==> config.mk <==
export PLATFORM = sky130hd
export DESIGN_NAME = countdown_timer
export DESIGN_NICKNAME = d
export VERILOG_FILES = /design/src/rtl/countdown_timer_pkg.sv /design/src/rtl/countdown_timer_bcd_down_digit.sv /design/src/rtl/countdown_timer.sv
export SDC_FILE = /design/constraint.sdc
export NUM_CORES = 1
export LEC_CHECK = 0
export CORE_UTILIZATION = 47
export CTS_CLUSTER_SIZE = 25
export DETAILED_ROUTE_END_ITERATION = 16
export PLACE_DENSITY_LB_ADDON = 0.2
export SLEW_MARGIN = 30
export SYNTH_ARGS = -nofsm -noshare
export SYNTH_HDL_FRONTEND = slang
export SYNTH_HIERARCHICAL = 1
export SYNTH_SLANG_ARGS = --single-unit
export TNS_END_PERCENT = 10
==> constraint.sdc <==
create_clock -name clock -period 4.85 [get_ports clock]
set_input_delay 0.485 -clock clock [delete_from_list [all_inputs] [get_ports clock]]
set_output_delay 0.485 -clock clock [all_outputs]
set_load 0.02 [all_outputs]
==> src/rtl/countdown_timer_pkg.sv <==
// countdown_timer_pkg
// Shared definitions for the countdown timer: FSM state encoding and the
// BCD digit limits used by the keypad shift-in and the borrow chain.
package countdown_timer_pkg;

  typedef enum logic [1:0] {
    ST_IDLE   = 2'd0,
    ST_RUN    = 2'd1,
    ST_PAUSED = 2'd2
  } state_t;

  localparam logic [3:0] SEC_TENS_MAX = 4'd5;
  localparam logic [3:0] DIGIT_MAX    = 4'd9;

endpackage

==> src/rtl/countdown_timer_bcd_down_digit.sv <==
// bcd_down_digit
// One BCD digit of a down-counter. A borrow request decrements the digit;
// from zero it wraps to WRAP and passes the borrow on to the next digit.
// A load overrides any decrement in the same cycle.
// Ports:
//   clock        in   rising-edge clock
//   reset        in   asynchronous active-high reset, clears the digit
//   i_load       in   load i_load_val this cycle
//   i_load_val   in   value to load (4-bit BCD)
//   i_borrow_in  in   decrement request from the less significant digit
//   o_borrow_out out  decrement request for the more significant digit
//   o_value      out  current digit value
module bcd_down_digit #(
  parameter logic [3:0] WRAP = 4'd9
) (
  input  logic       clock,
  input  logic       reset,
  input  logic       i_load,
  input  logic [3:0] i_load_val,
  input  logic       i_borrow_in,
  output logic       o_borrow_out,
  output logic [3:0] o_value
);

  logic [3:0] r_value;

  // Borrow propagates only when this digit is at zero and is being decremented.
  assign o_borrow_out = i_borrow_in && (r_value == 4'd0);
  assign o_value      = r_value;

  always_ff @(posedge clock or posedge reset) begin
    if (reset) begin
      r_value <= 4'd0;
    end else if (i_load) begin
      r_value <= i_load_val;
    end else if (i_borrow_in) begin
      r_value <= (r_value == 4'd0) ? WRAP : (r_value - 4'd1);
    end
  end

endmodule

==> src/rtl/countdown_timer.sv <==
// countdown_timer
// Counts an M:SS BCD cook time down by one second on every rising edge of
// the selected time-base pulse stream. Digits are keyed in while idle;
// start/stop strobes run, pause, resume and clear the count.
// Ports:
//   clock        in   rising-edge clock
//   reset        in   asynchronous active-high reset, clears all state
//   tick_in      in   time-base level; each rising edge is one count
//   digit        in   keypad digit 0..9
//   digit_valid  in   one-cycle strobe qualifying digit
//   start        in   one-cycle strobe: begin or resume counting
//   stop         in   one-cycle strobe: pause; again while paused clears
//   min_ones     out  BCD minutes digit
//   sec_tens     out  BCD tens-of-seconds digit
//   sec_ones     out  BCD seconds digit
//   running      out  high while counting (magnetron enable)
//   done         out  one-cycle pulse when the count reaches 0:00
module countdown_timer
  import countdown_timer_pkg::*;
#(
  parameter int SYNC_STAGES = 2,
  parameter int MAX_MIN     = 9
) (
  input  logic       clock,
  input  logic       reset,
  input  logic       tick_in,
  input  logic [3:0] digit,
  input  logic       digit_valid,
  input  logic       start,
  input  logic       stop,
  output logic [3:0] min_ones,
  output logic [3:0] sec_tens,
  output logic [3:0] sec_ones,
  output logic       running,
  output logic       done
);

  localparam logic [3:0] MIN_LIMIT = 4'(MAX_MIN);

  state_t                 r_state;
  logic                   r_running;
  logic                   r_done;
  logic [SYNC_STAGES-1:0] r_sync;
  logic                   r_tick_prev;

  logic       w_tick_edge;
  logic       w_dec;
  logic       w_at_one;
  logic       w_nonzero;
  logic       w_shift;
  logic       w_clear;
  logic       w_load;
  logic       w_borrow_ones;
  logic       w_borrow_tens;
  logic       w_borrow_min;
  logic [3:0] w_min;
  logic [3:0] w_tens;
  logic [3:0] w_ones;
  logic [3:0] w_min_load;
  logic [3:0] w_tens_load;
  logic [3:0] w_ones_load;

  // Synchroniser chain followed by a rising-edge detect on its last stage.
  always_ff @(posedge clock or posedge reset) begin
    if (reset) begin
      r_sync      <= '0;
      r_tick_prev <= 1'b0;
    end else begin
      r_sync      <= {r_sync[SYNC_STAGES-2:0], tick_in};
      r_tick_prev <= r_sync[SYNC_STAGES-1];
    end
  end

  assign w_tick_edge = r_sync[SYNC_STAGES-1] && !r_tick_prev;

  // Edges outside RUN are simply dropped.
  assign w_dec     = (r_state == ST_RUN) && w_tick_edge;
  assign w_at_one  = (w_min == 4'd0) && (w_tens == 4'd0) && (w_ones == 4'd1);
  assign w_nonzero = (w_min != 4'd0) || (w_tens != 4'd0) || (w_ones != 4'd0);

  // A seconds digit above 5 cannot move into the tens position.
  assign w_shift = (r_state == ST_IDLE) && digit_valid &&
                   (digit <= DIGIT_MAX) && (w_ones <= SEC_TENS_MAX);
  assign w_clear = (r_state == ST_PAUSED) && stop;
  assign w_load  = w_shift || w_clear;

  assign w_ones_load = w_clear ? 4'd0 : digit;
  assign w_tens_load = w_clear ? 4'd0 : w_ones;
  assign w_min_load  = w_clear ? 4'd0 :
                       ((w_tens > MIN_LIMIT) ? MIN_LIMIT : w_tens);

  bcd_down_digit #(.WRAP(DIGIT_MAX)) u_sec_ones (
    .clock        (clock),
    .reset        (reset),
    .i_load       (w_load),
    .i_load_val   (w_ones_load),
    .i_borrow_in  (w_dec),
    .o_borrow_out (w_borrow_ones),
    .o_value      (w_ones)
  );

  bcd_down_digit #(.WRAP(SEC_TENS_MAX)) u_sec_tens (
    .clock        (clock),
    .reset        (reset),
    .i_load       (w_load),
    .i_load_val   (w_tens_load),
    .i_borrow_in  (w_borrow_ones),
    .o_borrow_out (w_borrow_tens),
    .o_value      (w_tens)
  );

  // The minutes digit never borrows in practice: RUN always leaves at 0:00.
  bcd_down_digit #(.WRAP(MIN_LIMIT)) u_min_ones (
    .clock        (clock),
    .reset        (reset),
    .i_load       (w_load),
    .i_load_val   (w_min_load),
    .i_borrow_in  (w_borrow_tens),
    .o_borrow_out (w_borrow_min),
    .o_value      (w_min)
  );

  // Control FSM with registered running/done.
  always_ff @(posedge clock or posedge reset) begin
    if (reset) begin
      r_state   <= ST_IDLE;
      r_running <= 1'b0;
      r_done    <= 1'b0;
    end else begin
      r_done <= 1'b0;
      case (r_state)
        ST_IDLE: begin
          if (!stop && start && w_nonzero) begin
            r_state   <= ST_RUN;
            r_running <= 1'b1;
          end
        end
        ST_RUN: begin
          // Reaching 0:00 beats a simultaneous stop.
          if (w_dec && w_at_one) begin
            r_state   <= ST_IDLE;
            r_running <= 1'b0;
            r_done    <= 1'b1;
          end else if (stop) begin
            r_state   <= ST_PAUSED;
            r_running <= 1'b0;
          end
        end
        ST_PAUSED: begin
          if (stop) begin
            r_state   <= ST_IDLE;
            r_running <= 1'b0;
          end else if (start) begin
            r_state   <= ST_RUN;
            r_running <= 1'b1;
          end
        end
        default: begin
          r_state   <= ST_IDLE;
          r_running <= 1'b0;
        end
      endcase
    end
  end

  assign min_ones = w_min;
  assign sec_tens = w_tens;
  assign sec_ones = w_ones;
  assign running  = r_running;
  assign done     = r_done;

endmodule
Word level (Yosys, flattened, before mapping)
Index checks and enable logic that the tools add are counted.
{ "totals": {"elab_cells": 76, "rom_bits": 0, "memories": 0, "ramBits": 0, "input_bits": 10, "register_bits": 19, "latchBits": 0, "out_inout_bits": 14} }
{ "classes": {"shift": 0, "n_reduce_logical": 29, "n_bitwise": 0, "div": 0, "n_mux": 27, "mul": 0, "eq_ne": 6, "addsub": 3, "order_cmp": 3} }
{ "op_table": {"columns": ["op", "count"], "rows": [
  ["2-to-1 mux 4 bit", 13],
  ["logical AND 1 bit", 13],
  ["zero test 4 bit", 3],
  ["nonzero test 4 bit", 3],
  ["subtractor 4 x 1 -> 4 bit, second input constant", 3],
  ["2-to-1 mux 2 bit", 5],
  ["2-to-1 mux 1 bit", 7],
  ["case mux 2 bit (3 select lines)", 1],
  ["nonzero test 2 bit", 3],
  ["equality test 4 x 1 -> 1 bit, second input constant", 1],
  ["greater-than comparator 4 bit, second input constant", 1],
  ["less-or-equal comparator 4 x 3 -> 1 bit, second input constant", 1],
  ["less-or-equal comparator 4 bit, second input constant", 1],
  ["logical OR 1 bit", 3],
  ["inequality test 3 x 2 -> 1 bit, second input constant", 1],
  ["inequality test 3 bit, second input constant", 1],
  ["case mux 1 bit (3 select lines)", 1],
  ["AND reduction 3 bit", 1],
  ["equality test 2 x 1 -> 1 bit, second input constant", 1],
  ["equality test 2 bit, second input constant", 1],
  ["zero test 1 bit", 2],
  ["zero test 2 bit", 1],
  ["inequality test 2 x 1 -> 1 bit, second input constant", 1]
]} }

Longest topological paths before layout
Gate-level depths: netlist (run 1).
{ "depth": {"ltp_word": 7, "ltp_mapped": 8, "depth_no_buf": 8} }

Modules after synthesis
Netlist (run 1), hierarchy kept.
{ "by_module_without_submodules": {"columns": ["mod", "n_inst", "area_each_um2", "cells_per_inst", "seq_area_each_um2"], "rows": [
  ["countdown_timer", 1, 475.5, 51, 175.2],
  ["bcd_down_digit (u_min_ones ...)", 2, 226.5, 23, 100.1],
  ["bcd_down_digit (u_sec_tens)", 1, 200.2, 22, 100.1]
]} }

Least setup slack after synthesis (run 1)
Ideal clock, no wire load.
{ "synth_timing": {"kind": "register -> register", "from": "register r_state[1]", "to": "register u_min_ones.r_value[2], in the netlist u_min_ones/o_value[2]", "stages_incl_launch_ff": 9, "required_time_ps": 4768, "n_path_buf": 0, "setup_time_ps": 82, "arrival_ps": 3121, "setup_slack_ps": 1647, "period_less_slack_ps": 3203, "cell_sequence": "dfrtp_1 nor4bb_1 nor4b_2 nor2b_1 or4b_4 nor2_1 nand2b_4 or4b_1 a31oi_1"} }
{ "synth_via": {"word_cells_on_any_way": 14, "cone_classes": "eq/ne: 2; mux: 2; reduce/logical: 10"} }
{ "synth_rtl": {"columns": ["element", "line", "text"], "rows": [
  ["start: declaration", "countdown_timer.sv:40", "state_t r_state;"],
  ["start signal: assignment", "countdown_timer.sv:126", "r_state <= ST_IDLE;"],
  ["start signal: assignment", "countdown_timer.sv:134", "r_state <= ST_RUN;"],
  ["start signal: assignment", "countdown_timer.sv:141", "r_state <= ST_IDLE;"],
  ["equality test 2 x 1 -> 1 bit", "countdown_timer.sv:77", "assign w_dec = (r_state == ST_RUN) && w_tick_edge;"],
  ["logical AND 1 bit", "countdown_timer.sv:77", null],
  ["net w_dec", "countdown_timer.sv:47", "logic w_dec;"],
  ["logical AND 1 bit", "countdown_timer_bcd_down_digit.sv:28", "assign o_borrow_out = i_borrow_in && (r_value == 4'd0);"],
  ["net w_borrow_ones", "countdown_timer.sv:53", "logic w_borrow_ones;"],
  ["logical AND 1 bit", "countdown_timer_bcd_down_digit.sv:28", null],
  ["net w_borrow_tens", "countdown_timer.sv:54", "logic w_borrow_tens;"],
  ["nonzero test 2 bit (no source line)", null, null],
  ["end signal: assignment", "countdown_timer_bcd_down_digit.sv:35", "r_value <= i_load_val;"],
  ["end signal: assignment", "countdown_timer_bcd_down_digit.sv:37", "r_value <= (r_value == 4'd0) ? WRAP : (r_value - 4'd1);"],
  ["end: declaration", "countdown_timer_bcd_down_digit.sv:25", "logic [3:0] r_value;"]
]} }
The timed path passes the listed nets, and every way through them passes these cells.
A chain may end at the register's enable or synchronous reset.

Worst setup path after layout (run 1)
Ends and elaborated chain as after synthesis.

==> impl_metrics.env, run 1 <==
export IMPL_netlist_area_sq_um=1120
export IMPL_startpoint_type="register"
export IMPL_grt_overflow_total=0
export IMPL_slowest_delay_ns=0.59
export IMPL_area_growth_pct=26.3
export IMPL_final_hold_viol_count=0
export IMPL_dr_pass1_iters=4
export IMPL_hold_depth=0
export IMPL_cts_sinks=19
export IMPL_syn_area_per_cell_sq_um=9.51
export IMPL_min_to="r_sync[1]"
export IMPL_finish_utilization_pct=63.5
export IMPL_portBuffers=23
export IMPL_post_cts_setup_buffers=0
export IMPL_num_rows=17
export IMPL_reg2reg_depth=8
export IMPL_grt_max_degree=19
export IMPL_wl_per_cell_microns=14.9
export IMPL_slowest_stage="nor4bb_2"
export IMPL_initial_core_util_pct=50.3
export IMPL_cts_resized=0
export IMPL_timing_rr_end="u_min_ones/o_value[2]"
export IMPL_nFillCells=206
export IMPL_worst_setup_path_end_kind="register"
export IMPL_cts_tree="done"
export IMPL_worstMarginPinSlew_ns=0.581
export IMPL_ir_drop_mv=0.384
export IMPL_setup_viol=0
export IMPL_relSlewSlack_pct=60.7
export IMPL_die_h_microns=50.9
export IMPL_grt_pass1_wl_microns=4490
export IMPL_regToRegStartpoint="r_state[1]"
export IMPL_ios=24
export IMPL_antenna_found_initial=0
export IMPL_ys_warn_count=6
export IMPL_insertion_delay_ns=0.30
export IMPL_globalRouteTotalUtil_pct=23.2
export IMPL_grt_pass1_vias=980
export IMPL_fmax_mhz=296
export IMPL_r2r_slack_ns=1.48
export IMPL_power_leakage_nw=0.549
export IMPL_drt_iter0_markers=21
export IMPL_post_drt_via_cell_ratio=5.58
export IMPL_hold_class="reg2reg"
export IMPL_clock_skew_final_ns=0.0155
export IMPL_critical_path_arrival_ns=3.61
export IMPL_ctsHoldBuffers=0
export IMPL_clkSlewWorstSetupHoldPaths_ns=0.12
export IMPL_clockRootBuffer="clkbuf_4"
export IMPL_clockBufferDepth=2
export IMPL_status="finished, final reports clean"
export IMPL_htreeDepth=1
export IMPL_core_area_sq_um=2230
export IMPL_power_density_nw_per_um2=506
export IMPL_gp_congestion=0.850
export IMPL_drc=0
export IMPL_cts_buffers=3
export IMPL_path_max_fanout=6
export IMPL_maxCapViolCount=0
export IMPL_ant_nets=0
export IMPL_setup_tns_ns=0
export IMPL_layout_nets=155
export IMPL_path_cells="nor4bb_2 > nor4b_2 > nor2b_1 > or4b_4 > nor2_1 > nand2b_4 > or4b_1 > a31oi_1"
export IMPL_syn_inst=118
export IMPL_worst_ep_required_time_ns=5.08
export IMPL_num_vias=960
export IMPL_diodes=0
export IMPL_synthesis_nets=128
export IMPL_final_max_slew_violation_count=0
export IMPL_fin_crit_sh_pct=69.6
export IMPL_worstSetupPathType="reg2reg"
export IMPL_drive_gt1_share_pct=9.72
export IMPL_rsz0062_at_grt="false"
export IMPL_fin_crit_ns=3.37
export IMPL_die_w_microns=50.9
export IMPL_hold_start="r_sync[0]"
export IMPL_dieArea_sq_um=2590
export IMPL_routed_wl_microns=2570
export IMPL_hpwl_microns=1860
-- cells in the final DEF, fill, tap and decap left out, drive strengths merged, types with 2 or more instances in the layout --
master and n:
a21oi 5, a2bb2oi 3, a31oi 3, and2 9, and3b 2, clkbuf 3
clkdlybuf4s50 23, dfrtp 19, inv 9, nand2 11, nand2b 3, nor2 9
nor2b 2, nor4b 4, o21a 2, o21ai 10, or3 5, or3b 2
or4 3, or4b 3, xnor2 5
-- power by group --
part,internal (mW),switching [mW],total [mW]
Clock,0.0307,0.0511,0.0817
Sequential,0.207,0.103,0.311
Combinational,0.177,0.148,0.325
-- worst max-delay path: cells and delay by family, from the launching register on --
family	cells	cell delay [ns]
flops	1	0.46
compound gates	1	0.17
simple gates	7	2.67
-- flip-flops by register name, summed over array words and instances, names as in the netlist --
name and cells:
done 1, r_state 2, r_sync 2, r_tick_prev 1
running 1, u_min_ones/o_value 4, u_sec_ones/o_value 4, u_sec_tens/o_value 4
-- how the worst max path moves through the flow --
stage	from	endpoint	slack, ns	depth (start not counted)
floorplan	r_state[1]	u_min_ones/o_value[2]	1.65	8
global placement	r_state[1]	u_min_ones/o_value[2]	1.45	8
detailed placement	r_state[1]	u_min_ones/o_value[2]	1.27	8
CTS	r_state[1]	u_min_ones/o_value[2]	1.23	8
global route	r_state[1]	u_min_ones/o_value[2]	1.19	8
finish	r_state[1]	u_min_ones/o_value[2]	1.48	8
-- metrics by stage --
step	instance area, sq um	setup WS, ns	power (mW)	hold slack (ns)	std cells
after floorplan	1120	1.65	0.485	0.251	118
after global placement	1380	1.45	0.628	0.352	168
after detailed placement	1380	1.27	0.636	0.346	168
after CTS	1410	1.23	0.720	0.375	172
after global routing	1420	1.19	0.768	0.387	172
final	1420	1.48	0.718	0.370	172
-- per-layer routing --
layer,vias to the layer above,global-route usage [%],wire [microns]
met5,-,0,0
met4,0,8.80,34
met3,4,2.68,71
met2,21,38.2,1250
met1,462,31.2,1210
li1,473,-,-
-- area by class of cell --
class                           instances  area, sq um  area share, %
Multi-Input combinational cell         89          616           43.4
Sequential cell                        19          475           33.5
Timing Repair Buffer                   23          230           16.2
Tap cell                               28         35.0           2.47
Inverter                                9         33.8           2.38
Clock buffer                            3         22.5           1.59
Clock inverter                          1         5.00          0.353
(Power assumes the default switching activity.)
==> inputs of run 2 (changes only) <==
--- a/config.mk
+++ b/config.mk
@@ -5,7 +5,7 @@
 export SDC_FILE = /design/constraint.sdc
 export NUM_CORES = 1
 export LEC_CHECK = 0
-export CORE_UTILIZATION = 47
+export CORE_UTILIZATION = 45
 export CTS_CLUSTER_SIZE = 25
 export DETAILED_ROUTE_END_ITERATION = 16
 export PLACE_DENSITY_LB_ADDON = 0.2
==> constraint.sdc (replaced) <==
create_clock -name clock -period 3.1 [get_ports clock]
set_input_delay 0.31 -clock clock [delete_from_list [all_inputs] [get_ports clock]]
set_output_delay 0.31 -clock clock [all_outputs]
set_load 0.02 [all_outputs]
==> impl_metrics.env, run 2 (synthesized netlist as in run 1, its figures left out) <==
export IMPL_initial_core_util_pct=49.3
export IMPL_ios=24
export IMPL_drc=0
export IMPL_drt_iter0_markers=35
export IMPL_dieArea_sq_um=2700
export IMPL_clock_skew_final_ns=0.0103
export IMPL_routed_wl_microns=2470
export IMPL_cts_sinks=19
export IMPL_seq_area_sq_um=475
export IMPL_fin_crit_sh_pct=92.9
export IMPL_status="finished, final reports clean"
export IMPL_final_hold_viol_count=0
export IMPL_post_cts_setup_buffers=0
export IMPL_hold_class="in2async"
export IMPL_worst_ep_required_time_ns=3.31
export IMPL_cts_buffers=3
export IMPL_die_w_microns=51.9
export IMPL_ctsHoldBuffers=0
export IMPL_stdcell_area_sq_um=1440
export IMPL_worst_setup_path_end_kind="register"
export IMPL_clkSlewWorstSetupHoldPaths_ns=0.12
export IMPL_grt_max_degree=19
export IMPL_nFillCells=196
export IMPL_num_rows=17
export IMPL_clockRootBuffer="clkbuf_4"
export IMPL_die_h_microns=51.9
export IMPL_critical_path_arrival_ns=3.09
export IMPL_finalWorstSetupSlack_ns=0.221
export IMPL_placed_cell_area_sq_um=1400
export IMPL_setup_viol=0
export IMPL_diodes=0
export IMPL_startpoint_type="register"
export IMPL_dr_pass1_iters=4
export IMPL_core_area_sq_um=2280
export IMPL_placed_cells=169
export IMPL_fmax_mhz=347
export IMPL_wl_per_cell_microns=14.3
export IMPL_grt_pass1_vias=930
export IMPL_fin_crit_ns=2.88
export IMPL_clockBufferDepth=2
export IMPL_fin_cells=173
export IMPL_grt_overflow_total=0
export IMPL_area_growth_pct=28.2
export IMPL_drive_gt1_share_pct=11.7
export IMPL_post_drt_via_cell_ratio=5.60
export IMPL_setup_tns_ns=0
export IMPL_gp_congestion=0.829
export IMPL_antenna_found_initial=0
export IMPL_place_ws_ns=0.115
export IMPL_htreeDepth=1
export IMPL_path_max_fanout=6
export IMPL_ir_drop_mv=0.570
export IMPL_holdWs_ns=0.292
export IMPL_insertion_delay_ns=0.30
export IMPL_ant_nets=0
export IMPL_hpwl_microns=1800
export IMPL_num_vias=969
export IMPL_cts_tree="done"
export IMPL_rsz0062_at_grt="false"
export IMPL_grt_pass1_wl_microns=4000
export IMPL_reg2reg_depth=8
export IMPL_relSlewSlack_pct=61.1
export IMPL_power_leakage_nw=0.557
export IMPL_final_common_cell="clkdlybuf4s50_1"
export IMPL_globalRouteTotalUtil_pct=20.4
export IMPL_multi_input_area_sq_um=629
export IMPL_worstMarginPinSlew_ns=0.582
export IMPL_maxCapViolCount=0
export IMPL_final_max_slew_violation_count=0
export IMPL_portBuffers=23
export IMPL_final_cell_mix="clkdlybuf4s50_1 (23), dfrtp_1 (19), nand2_1 (11)"
export IMPL_power_density_nw_per_um2=784
export IMPL_layout_nets=156
export IMPL_worstSetupPathType="reg2reg"
run 2: cell types whose count changed in the layout (fill, tap and decap cells not counted), sizes merged:
cell  previous run  this run
buf              0         1
run 2: worst max-delay path: stages (launching register included):
cell	delay [ns]
dfrtp_1	0.45
nor4bb_2	0.34
nor4b_4	0.28
nor2b_2	0.25
or4b_4	0.50
nor2_2	0.21
nand2b_4	0.08
or4b_1	0.50
a31oi_1	0.18
run 2: final timing paths:
check	from	end	slack, ns
max	r_state[1]	u_min_ones/o_value[2]	0.22
min	reset	u_sec_ones/o_value[2]	0.29
max reg2reg	r_state[1]	u_min_ones/o_value[2]	0.22
min reg2reg	r_sync[0]	r_sync[1]	0.38
max in group asynchronous	reset	done	2.55
min in group clock	r_sync[0]	r_sync[1]	0.38
run 2: per-stage QoR:
step	utilization (%)	total power, mW
3_3_place_gp	61.4	0.987
3_5_place_dp	61.4	0.994
5_1_grt	63.2	1.20
2_1_floorplan	-	0.759
6_report	63.2	1.13
4_1_cts	62.6	1.12
run 2: timing repair:
action | in CTS | in global routing
resized for setup | 0 | 3
setup endpoints to repair | 0 | 3
hold endpoints to repair | 0 | 0
run 2: power breakdown:
part           leakage, nW  total (mW)  switching, mW  internal (mW)
clock network       0.0177       0.125         0.0775         0.0480
registers            0.228       0.491          0.167          0.325
logic                0.312       0.512          0.233          0.279
total                0.557        1.13          0.477          0.651
run 2: area by class of cell:
cell class	count	share of cell area [%]
multi-input combinational	89	43.7
sequential	19	33.0
timing repair buffer	24	16.5
tap	28	2.43
inverter	9	2.35
clock buffer	3	1.57
clock inverter	1	0.348
run 2: metal layers:
metal	vias to the layer above	GRT usage [%]	routed length (microns)
li1	476	-	-
met2	25	34.0	1140
met4	0	8.11	17
met3	2	2.63	115
met5	-	0	0
met1	466	26.6	1190
